[src/rtl/fp_pkg.sv]
// Shared FP16/FP32 types, constants and exact/RNE format conversions for the dot-product path.
// FP16_DOT_ACC_SAT_EN: finite FP16 overflow saturates to +/-65504 instead of +/-inf.
package fp_pkg;

    localparam int FP16_EXP_W = 5;
    localparam int FP16_MAN_W = 10;
    localparam int FP32_EXP_W = 8;
    localparam int FP32_MAN_W = 23;

    typedef struct packed {
        logic                  sign;
        logic [FP16_EXP_W-1:0] exp;
        logic [FP16_MAN_W-1:0] man;
    } fp16_t;

    typedef struct packed {
        logic                  sign;
        logic [FP32_EXP_W-1:0] exp;
        logic [FP32_MAN_W-1:0] man;
    } fp32_t;

    localparam logic [15:0] FP16_QNAN     = 16'h7E00;
    localparam logic [15:0] FP16_INF      = 16'h7C00;
    localparam logic [15:0] FP16_MAX      = 16'h7BFF;
    localparam logic [31:0] FP32_QNAN     = 32'h7FC0_0000;
    localparam logic [31:0] FP32_NEG_ZERO = 32'h8000_0000;

    typedef enum logic {
        ACC = 1'b0,
        OUT = 1'b1
    } acc_state_t;

    // Exact widening; FP16 subnormals become normal FP32 values.
    function automatic fp32_t fp16_to_fp32(input fp16_t h);
        fp32_t f;
        int    lead;
        f.sign = h.sign;
        f.exp  = '0;
        f.man  = '0;
        lead   = 0;
        if (h.exp == 5'h1F) begin
            f.exp = 8'hFF;
            f.man = {h.man, 13'b0};
        end else if (h.exp != 5'h00) begin
            f.exp = {3'b0, h.exp} + 8'd112;
            f.man = {h.man, 13'b0};
        end else if (h.man != 10'h000) begin
            for (int i = 0; i < 10; i++) begin
                if (h.man[i]) lead = i;
            end
            f.exp = 8'(lead + 103);
            f.man = 23'({h.man, 13'b0} << (10 - lead));
        end
        return f;
    endfunction

    // RNE on the 13 dropped bits; results below 2^-14 flush to signed zero.
    function automatic fp16_t fp32_to_fp16(input fp32_t f);
        fp16_t       h;
        logic        up;
        logic [10:0] m_rnd;
        int          e;
        h.sign = f.sign;
        h.exp  = '0;
        h.man  = '0;
        up     = f.man[12] & ((|f.man[11:0]) | f.man[13]);
        m_rnd  = {1'b0, f.man[22:13]} + {10'b0, up};
        e      = int'(f.exp) - 112 + int'(m_rnd[10]);
        if (f.exp == 8'hFF) begin
            if (f.man != '0) begin
                h = fp16_t'(FP16_QNAN);
            end else begin
                h.exp = 5'h1F;
            end
        end else if (e < 1) begin
            h.exp = '0;
        end else if (e > 30) begin
`ifdef FP16_DOT_ACC_SAT_EN
            h.exp = 5'h1E;
            h.man = 10'h3FF;
`else
            h.exp = 5'h1F;
            h.man = 10'h000;
`endif
        end else begin
            h.exp = 5'(e);
            h.man = m_rnd[9:0];
        end
        return h;
    endfunction

endpackage

[src/rtl/fp32_add_rne.sv]
// Combinational IEEE FP32 adder: align with sticky, add/sub, normalize, RNE, NaN/inf flags.
module fp32_add_rne
    import fp_pkg::*;
(
    input  logic [31:0] a,
    input  logic [31:0] b,
    output logic [31:0] sum,
    output logic        nan,
    output logic        inf
);

    fp32_t       fa, fb, hi, lo;
    logic        a_nan, b_nan, a_inf, b_inf, eff_sub, up;
    logic [7:0]  e_hi, e_lo, d;
    logic [26:0] m_hi, m_lo, al, mask, n;
    logic [27:0] s;
    logic [8:0]  e_n, e_f;
    logic [24:0] r;
    int          lz, sh;

    always_comb begin
        fa    = a;
        fb    = b;
        a_nan = (fa.exp == 8'hFF) && (fa.man != '0);
        b_nan = (fb.exp == 8'hFF) && (fb.man != '0);
        a_inf = (fa.exp == 8'hFF) && (fa.man == '0);
        b_inf = (fb.exp == 8'hFF) && (fb.man == '0);

        // Order by magnitude so the subtraction below never goes negative.
        if (a[30:0] >= b[30:0]) begin
            hi = fa;
            lo = fb;
        end else begin
            hi = fb;
            lo = fa;
        end
        e_hi = (hi.exp == 8'h00) ? 8'd1 : hi.exp;
        e_lo = (lo.exp == 8'h00) ? 8'd1 : lo.exp;
        m_hi = {hi.exp != 8'h00, hi.man, 3'b000};
        m_lo = {lo.exp != 8'h00, lo.man, 3'b000};
        d    = e_hi - e_lo;
        mask = '0;
        if (d >= 8'd27) begin
            al = {26'b0, |m_lo};
        end else begin
            mask  = ~(27'h7FF_FFFF << d);
            al    = m_lo >> d;
            al[0] = al[0] | (|(m_lo & mask));
        end

        eff_sub = hi.sign ^ lo.sign;
        s = eff_sub ? ({1'b0, m_hi} - {1'b0, al}) : ({1'b0, m_hi} + {1'b0, al});

        lz = 27;
        for (int i = 0; i < 27; i++) begin
            if (s[i]) lz = 26 - i;
        end
        sh = 0;
        if (s[27]) begin
            n   = {s[27:2], s[1] | s[0]};
            e_n = {1'b0, e_hi} + 9'd1;
        end else begin
            // Never shift below the minimum exponent; the rest stays subnormal.
            sh  = (lz < int'(e_hi) - 1) ? lz : int'(e_hi) - 1;
            n   = s[26:0] << sh;
            e_n = {1'b0, e_hi} - 9'(sh);
        end

        up  = n[2] & (n[1] | n[0] | n[3]);
        r   = {1'b0, n[26:3]} + {24'b0, up};
        e_f = r[24] ? e_n + 9'd1 : e_n;
        if ((r[24] | r[23]) && (e_f >= 9'd255)) begin
            sum = {hi.sign, 8'hFF, 23'b0};
        end else if (r[24]) begin
            sum = {hi.sign, e_f[7:0], 23'b0};
        end else if (r[23]) begin
            sum = {hi.sign, e_f[7:0], r[22:0]};
        end else begin
            sum = {hi.sign, 8'h00, r[22:0]};
        end
        if (s == '0) sum = {fa.sign & fb.sign, 31'b0};

        nan = a_nan | b_nan | (a_inf & b_inf & (fa.sign ^ fb.sign));
        inf = ~nan & (a_inf | b_inf);
        if (nan) begin
            sum = FP32_QNAN;
        end else if (inf) begin
            sum = {a_inf ? fa.sign : fb.sign, 8'hFF, 23'b0};
        end
    end

endmodule

[src/rtl/fp16_dot_acc.sv]
// Sums LEN FP16 products in FP32 and emits one RNE-rounded FP16 result per group.
// FP16_DOT_ACC_SAT_EN (see fp_pkg) selects saturation instead of inf on finite overflow.
module fp16_dot_acc
    import fp_pkg::*;
#(
    parameter int LEN = 8
) (
    input  logic        clk,
    input  logic        rst,
    input  logic        in_valid,
    output logic        in_ready,
    input  logic [15:0] in_fp16,
    output logic        out_valid,
    input  logic        out_ready,
    output logic [15:0] out_fp16
);

    localparam int CNT_W = $clog2(LEN);

    // Handshake: a transfer happens on a rising edge where valid && ready; the
    // sender holds valid and data stable until then, and ready never depends on valid.
    acc_state_t       state, state_next;
    logic [31:0]      acc, add_a, add_b, add_sum;
    logic [CNT_W-1:0] cnt;
    logic             nan_f, add_nan, add_inf, beat, last;
    fp16_t            res16;

    assign beat  = in_valid & in_ready;
    assign last  = (cnt == CNT_W'(LEN - 1));
    // Group starts from -0 so an all -0 group stays -0 while x + -x still gives +0.
    assign add_a = (cnt == '0) ? FP32_NEG_ZERO : acc;
    assign add_b = fp16_to_fp32(in_fp16);

    fp32_add_rne u_add (
        .a   (add_a),
        .b   (add_b),
        .sum (add_sum),
        .nan (add_nan),
        .inf (add_inf)
    );

    always_comb begin
        if (nan_f | add_nan) begin
            res16 = fp16_t'(FP16_QNAN);
        end else if (add_inf) begin
            res16 = fp16_t'({add_sum[31], FP16_INF[14:0]});
        end else begin
            res16 = fp32_to_fp16(add_sum);
        end
    end

    always_ff @(posedge clk or posedge rst) begin
        if (rst) state <= ACC;
        else     state <= state_next;
    end

    always_comb begin
        state_next = state;
        case (state)
            ACC: if (beat && last)            state_next = OUT;
            OUT: if (out_valid && out_ready)  state_next = ACC;
            default:                          state_next = ACC;
        endcase
    end

    always_comb begin
        in_ready = (state == ACC) && !rst;
    end

    always_ff @(posedge clk or posedge rst) begin
        if (rst) begin
            acc       <= '0;
            cnt       <= '0;
            nan_f     <= 1'b0;
            out_valid <= 1'b0;
            out_fp16  <= 16'h0000;
        end else begin
            if (beat) begin
                if (last) begin
                    acc       <= '0;
                    cnt       <= '0;
                    nan_f     <= 1'b0;
                    out_valid <= 1'b1;
                    out_fp16  <= res16;
                end else begin
                    acc   <= add_sum;
                    cnt   <= cnt + 1'b1;
                    nan_f <= nan_f | add_nan;
                end
            end
            if (out_valid && out_ready) out_valid <= 1'b0;
        end
    end

endmodule

[config.mk]
export PLATFORM = sky130hd
export DESIGN_NAME = fp16_dot_acc
export DESIGN_NICKNAME = d
export VERILOG_FILES = /design/src/rtl/fp_pkg.sv /design/src/rtl/fp32_add_rne.sv /design/src/rtl/fp16_dot_acc.sv
export SDC_FILE = /design/constraint.sdc
export NUM_CORES = 1
export LEC_CHECK = 0
export BUFFER_PORTS_ARGS = -buffer_cell sky130_fd_sc_hd__buf_2
export CORE_MARGIN = 8
export CORE_UTILIZATION = 25
export CTS_CLUSTER_SIZE = 40
export DETAILED_ROUTE_END_ITERATION = 12
export REMOVE_ABC_BUFFERS = 1
export SYNTH_ARGS = -nofsm -noshare
export SYNTH_HDL_FRONTEND = slang
export SYNTH_SLANG_ARGS = --single-unit
[constraint.sdc]
create_clock -name clk -period 47.5 [get_ports clk]
set_input_delay 2.375 -clock clk [delete_from_list [all_inputs] [get_ports clk]]
set_output_delay 2.375 -clock clk [all_outputs]
set_load 0.005 [all_outputs]
### Yosys cells after proc, flatten, opt, wreduce, memory -nomap -nowiden

Index checks and enable logic that the tools add are counted.

| cells by class | value |
|---|---|
| shifts and indexed selects | 4 |
| reductions and logical operators | 29 |
| equal/unequal tests | 5 |
| bitwise operators | 23 |
| multiplexer cells | 78 |
| $add $sub $neg | 15 |
| magnitude comparators | 6 |

Operators by type and width:

| kind | number |
|---|---|
| 32-bit 2-to-1 mux | 19 |
| 31-bit 2-to-1 mux | 6 |
| 5-bit 2-to-1 mux | 17 |
| 23-bit nonzero test | 3 |
| 27-bit 2-to-1 mux | 2 |
| 23-bit zero test | 2 |
| 6-bit by 32-bit < comparator with 1-bit output | 1 |
| 16-bit 2-to-1 mux | 2 |
| 4-bit 2-to-1 mux | 8 |
| 23-bit by 32-bit left shift with 23-bit output | 1 |
| 27-bit by 32-bit left shift with 27-bit output | 1 |
| 5-bit by 32-bit subtractor with 32-bit output, first input constant | 1 |
| 31-bit greater-or-equal comparator | 1 |
| 15-bit 2-to-1 mux | 2 |
| 27-bit by 27-bit adder with 28-bit output | 1 |
| 28-bit zero test | 1 |
| 28-bit 2-to-1 mux | 1 |
| 27-bit by 27-bit subtractor with 28-bit output | 1 |
| 27-bit bitwise AND | 1 |
| 27-bit inverter | 1 |
| 27-bit OR reduction | 1 |
| 27-bit by 8-bit left shift with 27-bit output, first input constant | 1 |
| 27-bit by 8-bit >> shifter with 27-bit output | 1 |
| 24-bit by 1-bit adder with 25-bit output | 1 |
| 40 further kinds | 84 |

| word-level totals | value |
|---|---|
| input bits | 20 |
| word-level logic and storage cells | 166 |
| flip-flop bits (word level) | 54 |
| output and inout bits | 18 |

### Depth between registers and ports, before layout

| logic depth | value |
|---|---|
| word-level depth | 83 |
| depth in mapped cells | 109 |
| gate-level depth less buffers | 100 |

### Hierarchy

Synthesis repeated with hierarchy kept, for this count alone.

| unflattened totals | value |
|---|---|
| cell total of the unflattened synthesis | 2,413 |
| area total of the unflattened synthesis | 16,402.0 um2 |

By module, submodules not included:

| module | times used | area an instance (um2) | seq. area each (um2) | cells each |
|---|---|---|---|---|
| fp32_add_rne | 1 | 12,545.8 | 0.0 | 1,939 |
| fp16_dot_acc | 1 | 3,856.2 | 1,351.3 | 474 |

### Worst setup path after synthesis

No wires, ideal clock.

| timing | value |
|---|---|
| path type | input port to flip-flop |
| start | input in_fp16[4] |
| end | register out_fp16[14] |
| data arrival time | 22,341 ps |
| buffers on the path | 12 |
| required time | 47,359 ps |
| stages | 103 |
| path slack | 25,018 ps |
| setup time | 141 ps |
| path through | buf_2 -> or4_4 -> nand2_1 -> o21ai_0 -> ha_1 -> clkbuf_1 -> nor2b_1 -> nand2_1 -> nor3_1 -> nand2_1 -> a311oi_1 -> and2_0 -> inv_1 -> ha_1 -> nand4_1 -> nor4_1 -> o221ai_1 -> o22a_1 -> [... 67 more ...] -> nand4b_1 -> nor2_1 -> mux2i_1 -> o21ai_1 -> a21o_1 -> nor2b_1 -> ha_1 -> nand2_1 -> nor3_1 -> nand4b_1 -> nor4_1 -> ha_1 -> o21ai_1 -> or4_1 -> a2bb2oi_1 -> o32ai_4 -> and2_1 -> a211oi_1 |

| between the ends | value |
|---|---|
| longest elaborated chain between the ends | 80 |
| elaborated cells between the ends (all ways) | 118 |
| those cells by class | 13 x add/sub; 6 x order compare; 2 x eq/ne; 4 x shift; 60 x mux; 19 x bitwise; 14 x reduce/logical |

Ends and longest elaborated chain:

| item | RTL line | RTL |
|---|---|---|
| start: declaration | fp16_dot_acc.sv:12 | `input logic [15:0] in_fp16,` |
| 32-bit 2-to-1 mux (6 in a row) | fp_pkg.sv:49 | `if (h.man[i]) lead = i;` |
| 32-bit 2-to-1 mux | fp_pkg.sv:47 | `end else if (h.man != 10'h000) begin` |
| 32-bit 2-to-1 mux | fp_pkg.sv:44 | `end else if (h.exp != 5'h00) begin` |
| 32-bit 2-to-1 mux | fp_pkg.sv:41 | `if (h.exp == 5'h1F) begin` |
| 5-bit by 32-bit subtractor with 32-bit output | fp_pkg.sv:52 | `f.man = 23'({h.man, 13'b0} << (10 - lead));` |
| 23-bit by 32-bit left shift with 23-bit output | fp_pkg.sv:52 |  |
| 31-bit 2-to-1 mux | fp_pkg.sv:47 |  |
| 31-bit 2-to-1 mux | fp_pkg.sv:44 |  |
| [... 59 more ...] | -- |  |
| 10-bit by 1-bit adder with 11-bit output | fp_pkg.sv:67 | `m_rnd = {1'b0, f.man[22:13]} + {10'b0, up};` |
| 9-bit by 2-bit adder with 10-bit output | fp_pkg.sv:68 | `e = int'(f.exp) - 112 + int'(m_rnd[10]);` |
| 10-bit by 6-bit > comparator with 1-bit output | fp_pkg.sv:77 | `end else if (e > 30) begin` |
| 15-bit 2-to-1 mux | fp_pkg.sv:77 |  |
| 5-bit 2-to-1 mux | fp_pkg.sv:75 | `end else if (e < 1) begin` |
| 15-bit 2-to-1 mux | fp_pkg.sv:69 | `if (f.exp == 8'hFF) begin` |
| 16-bit 2-to-1 mux | fp16_dot_acc.sv:45 | `end else if (add_inf) begin` |
| 16-bit 2-to-1 mux (*) | fp16_dot_acc.sv:43 | `if (nan_f \| add_nan) begin` |
| end signal: assignment | fp16_dot_acc.sv:84 | `out_fp16 <= res16;` |
| end: declaration | fp16_dot_acc.sv:15 | `output logic [15:0] out_fp16` |

Every way passes the cells marked *; elsewhere a longest branch is shown, timed or not. The select of a mux whose other input is x is not followed.
A chain may end at the register's enable or synchronous reset.

### Worst setup path in the final report

| timing | value |
|---|---|
| start | input in_fp16[7] |
| end | register out_fp16[14] |

| between the ends | value |
|---|---|
| longest elaborated chain between the ends | 77 |
| elaborated cells between the ends (all ways) | 115 |
| those cells by class | 13 x add/sub; 6 x order compare; 2 x eq/ne; 4 x shift; 57 x mux; 19 x bitwise; 14 x reduce/logical |

Ends and longest elaborated chain:

| item | RTL line |
|---|---|
| 32-bit 2-to-1 mux (3 in a row) | fp_pkg.sv:49 |
| 32-bit 2-to-1 mux | fp_pkg.sv:47 |
| 32-bit 2-to-1 mux | fp_pkg.sv:44 |
| 32-bit 2-to-1 mux | fp_pkg.sv:41 |
| 5-bit by 32-bit subtractor with 32-bit output | fp_pkg.sv:52 |
| 23-bit by 32-bit left shift with 23-bit output | fp_pkg.sv:52 |
| 31-bit 2-to-1 mux | fp_pkg.sv:47 |
| 31-bit 2-to-1 mux | fp_pkg.sv:44 |
| [... 59 more ...] | -- |
| 10-bit by 1-bit adder with 11-bit output | fp_pkg.sv:67 |
| 9-bit by 2-bit adder with 10-bit output | fp_pkg.sv:68 |
| 10-bit by 6-bit > comparator with 1-bit output | fp_pkg.sv:77 |
| 15-bit 2-to-1 mux | fp_pkg.sv:77 |
| 5-bit 2-to-1 mux | fp_pkg.sv:75 |
| 15-bit 2-to-1 mux | fp_pkg.sv:69 |
| 16-bit 2-to-1 mux | fp16_dot_acc.sv:45 |
| 16-bit 2-to-1 mux (*) | fp16_dot_acc.sv:43 |

Marks and branches as above.

==> results.py <==
metrics = {
    "outcome": {
        "status": "complete, no violations",
    },
    "grt": {
        "use_met1_pct": 23.8,
        "grt_pass1_vias": 17300,
        "grt_overflow_total": 0,
        "grtUsageMet3_pct": 1.92,
        "grt_max_degree": 58,
        "grt_pass1_wl_um": 102000,
        "grt_use_met2_pct": 27.2,
        "grt_usage_pct": 17.4,
        "antenna_found_initial": 0,
        "grt-busiest-layer": "met2",
    },
    "cells_and_area": {
        "areaGrowthSynthToFinish_pct": 7.50,
        "diodes": 0,
        "register_area_mm2": 0.00135,
        "multiInputGateArea_mm2": 0.0135,
        "fill_cells": 7016,
        "finalNetCount": 2431,
        "fin_area_mm2": 0.0169,
        "final_layout_size_suffix_gt1_share_pct": 8.01,
    },
    "worst_setup_path": {
        "critPathKind": "input port to flip-flop",
        "r2r_slack_ps": 26190,
        "path_max_fanout": 51,
        "cp-end-kind": "flip-flop",
        "worstPathArrival_ps": 25470,
        "startpoint_type": "input port",
        "cpMaxStageDelayCell": "o41ai_1",
        "critPathRequiredTime_ps": 47660,
        "slowest_delay_ps": 730,
    },
    "logic_synthesis": {
        "synth_seq_cells": 54,
        "ys_seq_area_share_pct": 8.58,
        "synth_area_leaders": "dfrtp_1 (8.6%), ha_1 (7.9%), nand2_1 (6.9%), nor2_1 (5.5%), a21oi_1 (5.2%)",
        "yosysTopAreaCell": "dfrtp_1",
        "syn_inst": 2366,
        "ys.warnings.count": 0,
        "ys_types": 118,
        "synth_top_area_share_pct": 8.58,
        "async_flop_share_pct": 100,
        "avgSynthCellArea_um2": 6.65,
        "yosys-top-cells-count": "nand2_1 (290), nor2_1 (232), a21oi_1 (165)",
        "syn_area_mm2": 0.0157,
        "synthFlopType": "dfrtp_1",
        "synth_edf_count": 0,
        "yosys.cell_count.top_type": "nand2_1",
    },
    "placed_design": {
        "pre_cts_ws_ps": 22370,
        "portBuffers": 37,
        "post_dp_cell_area_mm2": 0.0167,
        "hpwl_um": 51400,
        "gp_congestion": 0.994,
    },
    "timing": {
        "timing.hold.ws_ps": 487,
        "fmax_mhz": 39.5,
        "drv_slew": 0,
        "skew_ps": 5.01,
        "fin_setup_tns_ps": 0,
        "finalHoldViolCount": 0,
        "slew_headroom_pct": 15.8,
        "rsz0062_at_grt": "false",
        "setup_ws_ps": 22200,
        "fin_crit_ps": 25300,
        "setup_viol": 0,
        "worst_pin_slew_ps": 1230,
        "post-route-period-util_pct": 53.3,
    },
    "floorplanning": {
        "initial_utilization_pct": 25.1,
        "rows": 92,
        "fp.dieArea_mm2": 0.0713,
        "core-area_mm2": 0.0626,
        "die_w_um": 267,
        "die_h_um": 267,
        "ios": 38,
    },
    "cts": {
        "cts-htree-levels": 2,
        "cts_tree": "built",
        "clock_sinks": 54,
        "cts-buffers-inserted": 5,
        "post_cts_buffers": 0,
        "clkLatencyLatePin_ps": 300,
        "ctsLongestPathBuffers": 2,
        "clk_root_buffer_cell": "clkbuf_16",
        "cts.clk_slew.worst_paths_ps": 70,
        "cts_resized": 0,
        "cts_hold_buf": 0,
    },
    "run": {
        "drv_cap": 0,
    },
    "detailed_routing": {
        "first_pass_iters": 6,
        "num_vias": 18800,
        "drc_errors": 0,
        "drt-total-wl_um": 65200,
        "avgViaCountPerCell": 5.95,
        "drtAntennaViolNets": 0,
        "initialDrtViolationCount": 2349,
        "wl_per_cell_um": 20.7,
    },
    "worst_hold_path": {
        "hold_path_class": "flip-flop to flip-flop",
    },
}
-- path summary, 6_finish.rpt --
check / cells after the start / to / startpoint
worst max-delay path: 97 / out_fp16[14] / in_fp16[7]
worst max register to register: 91 / out_fp16[14] / cnt[0]
min in group asynchronous: 2 / cnt[0] / rst
worst min-delay path: 2 / out_fp16[0] / out_fp16[0]
max in group asynchronous: 3 / acc[3] / rst
worst min register to register: 2 / out_fp16[0] / out_fp16[0]
-- layer usage --
metal	wire length, um	vias up	part of all wire (%)
met5	0	-	0
met4	3590	0	5.5
met3	5410	205	8.3
met2	28400	1037	44
met1	27800	8771	43
li1	-	8753	-
-- registers in the layout, indices dropped and copies added (netlist names) --
signal	flops
acc	32
cnt	3
nan_f	1
out_fp16	16
out_valid	1
state	1
-- cell type report --
| class | count | share of cell area, % |
|---|---|---|
| multi-input cells | 2066 | 79.7 |
| flip-flops and latches | 54 | 7.99 |
| well taps | 846 | 6.26 |
| repair buffers | 71 | 2.60 |
| inverters | 110 | 2.44 |
| clock buffers | 6 | 0.821 |
| clock inverters | 2 | 0.229 |
-- stage by stage --
| stage | utilization [%] | std cells |
|---|---|---|
| finish | 27.0 | 3155 |
| global route | 27.0 | 3155 |
| CTS | 27.0 | 3155 |
| detailed placement | 26.7 | 3147 |
| global placement | 26.7 | 3147 |
| floorplan | - | 2230 |
-- kinds of logic after synthesis --
| logic type | share of synthesized area, % |
|---|---|
| xor gates and xnor gates | 5.37 |
| buffers and inverters | 6.07 |
| adders and majority gates | 8.33 |
| and+or+nand+nor | 29.4 |
| DFF | 8.58 |
| muxes | 5.56 |
| AOI/OAI and AO/OA | 36.7 |
-- cells in the final DEF, fill, tap and decap left out, types with 12 or more instances in the layout --
| cell type | count |
|---|---|
| o221ai_1 | 14 |
| a22oi_1 | 19 |
| mux2_2 | 24 |
| nand2_1 | 290 |
| a211o_1 | 12 |
| ha_1 | 99 |
| xor2_1 | 26 |
| o21bai_1 | 16 |
| nor3_1 | 79 |
| a21boi_0 | 13 |
| buf_2 | 37 |
| nand4_1 | 32 |
| dfrtp_1 | 54 |
| a211oi_1 | 37 |
| or4_1 | 15 |
| and3_1 | 40 |
| nor4_1 | 15 |
| a31oi_1 | 39 |
| a22o_1 | 21 |
| inv_1 | 106 |
| a21oi_1 | 164 |
| mux2i_1 | 49 |
| nand2b_1 | 21 |
| o21ai_0 | 164 |
| or3_1 | 28 |
| nand3_1 | 85 |
| a21o_1 | 41 |
| o31ai_1 | 19 |
| o211ai_1 | 33 |
| nor2_1 | 232 |
| xnor2_1 | 64 |
| buf_4 | 34 |
| o22ai_1 | 28 |
| o21ai_1 | 28 |
| and2_1 | 43 |
| o21a_1 | 25 |
-- worst max-delay path: cells and delay by family --
| kind | cells | cell delay [ps] |
|---|---|---|
| muxes | 2 | 610 |
| xor gates and xnor gates | 1 | 290 |
| and+or+nand+nor | 30 | 7280 |
| AOI/OAI and AO/OA | 43 | 9690 |
| buffers and inverters | 11 | 2090 |
| adders and majority gates | 10 | 3040 |
Power is left out: the tool's default activity adds up to more than one toggle a clock period on the data nets, which glitch-free logic cannot reach.
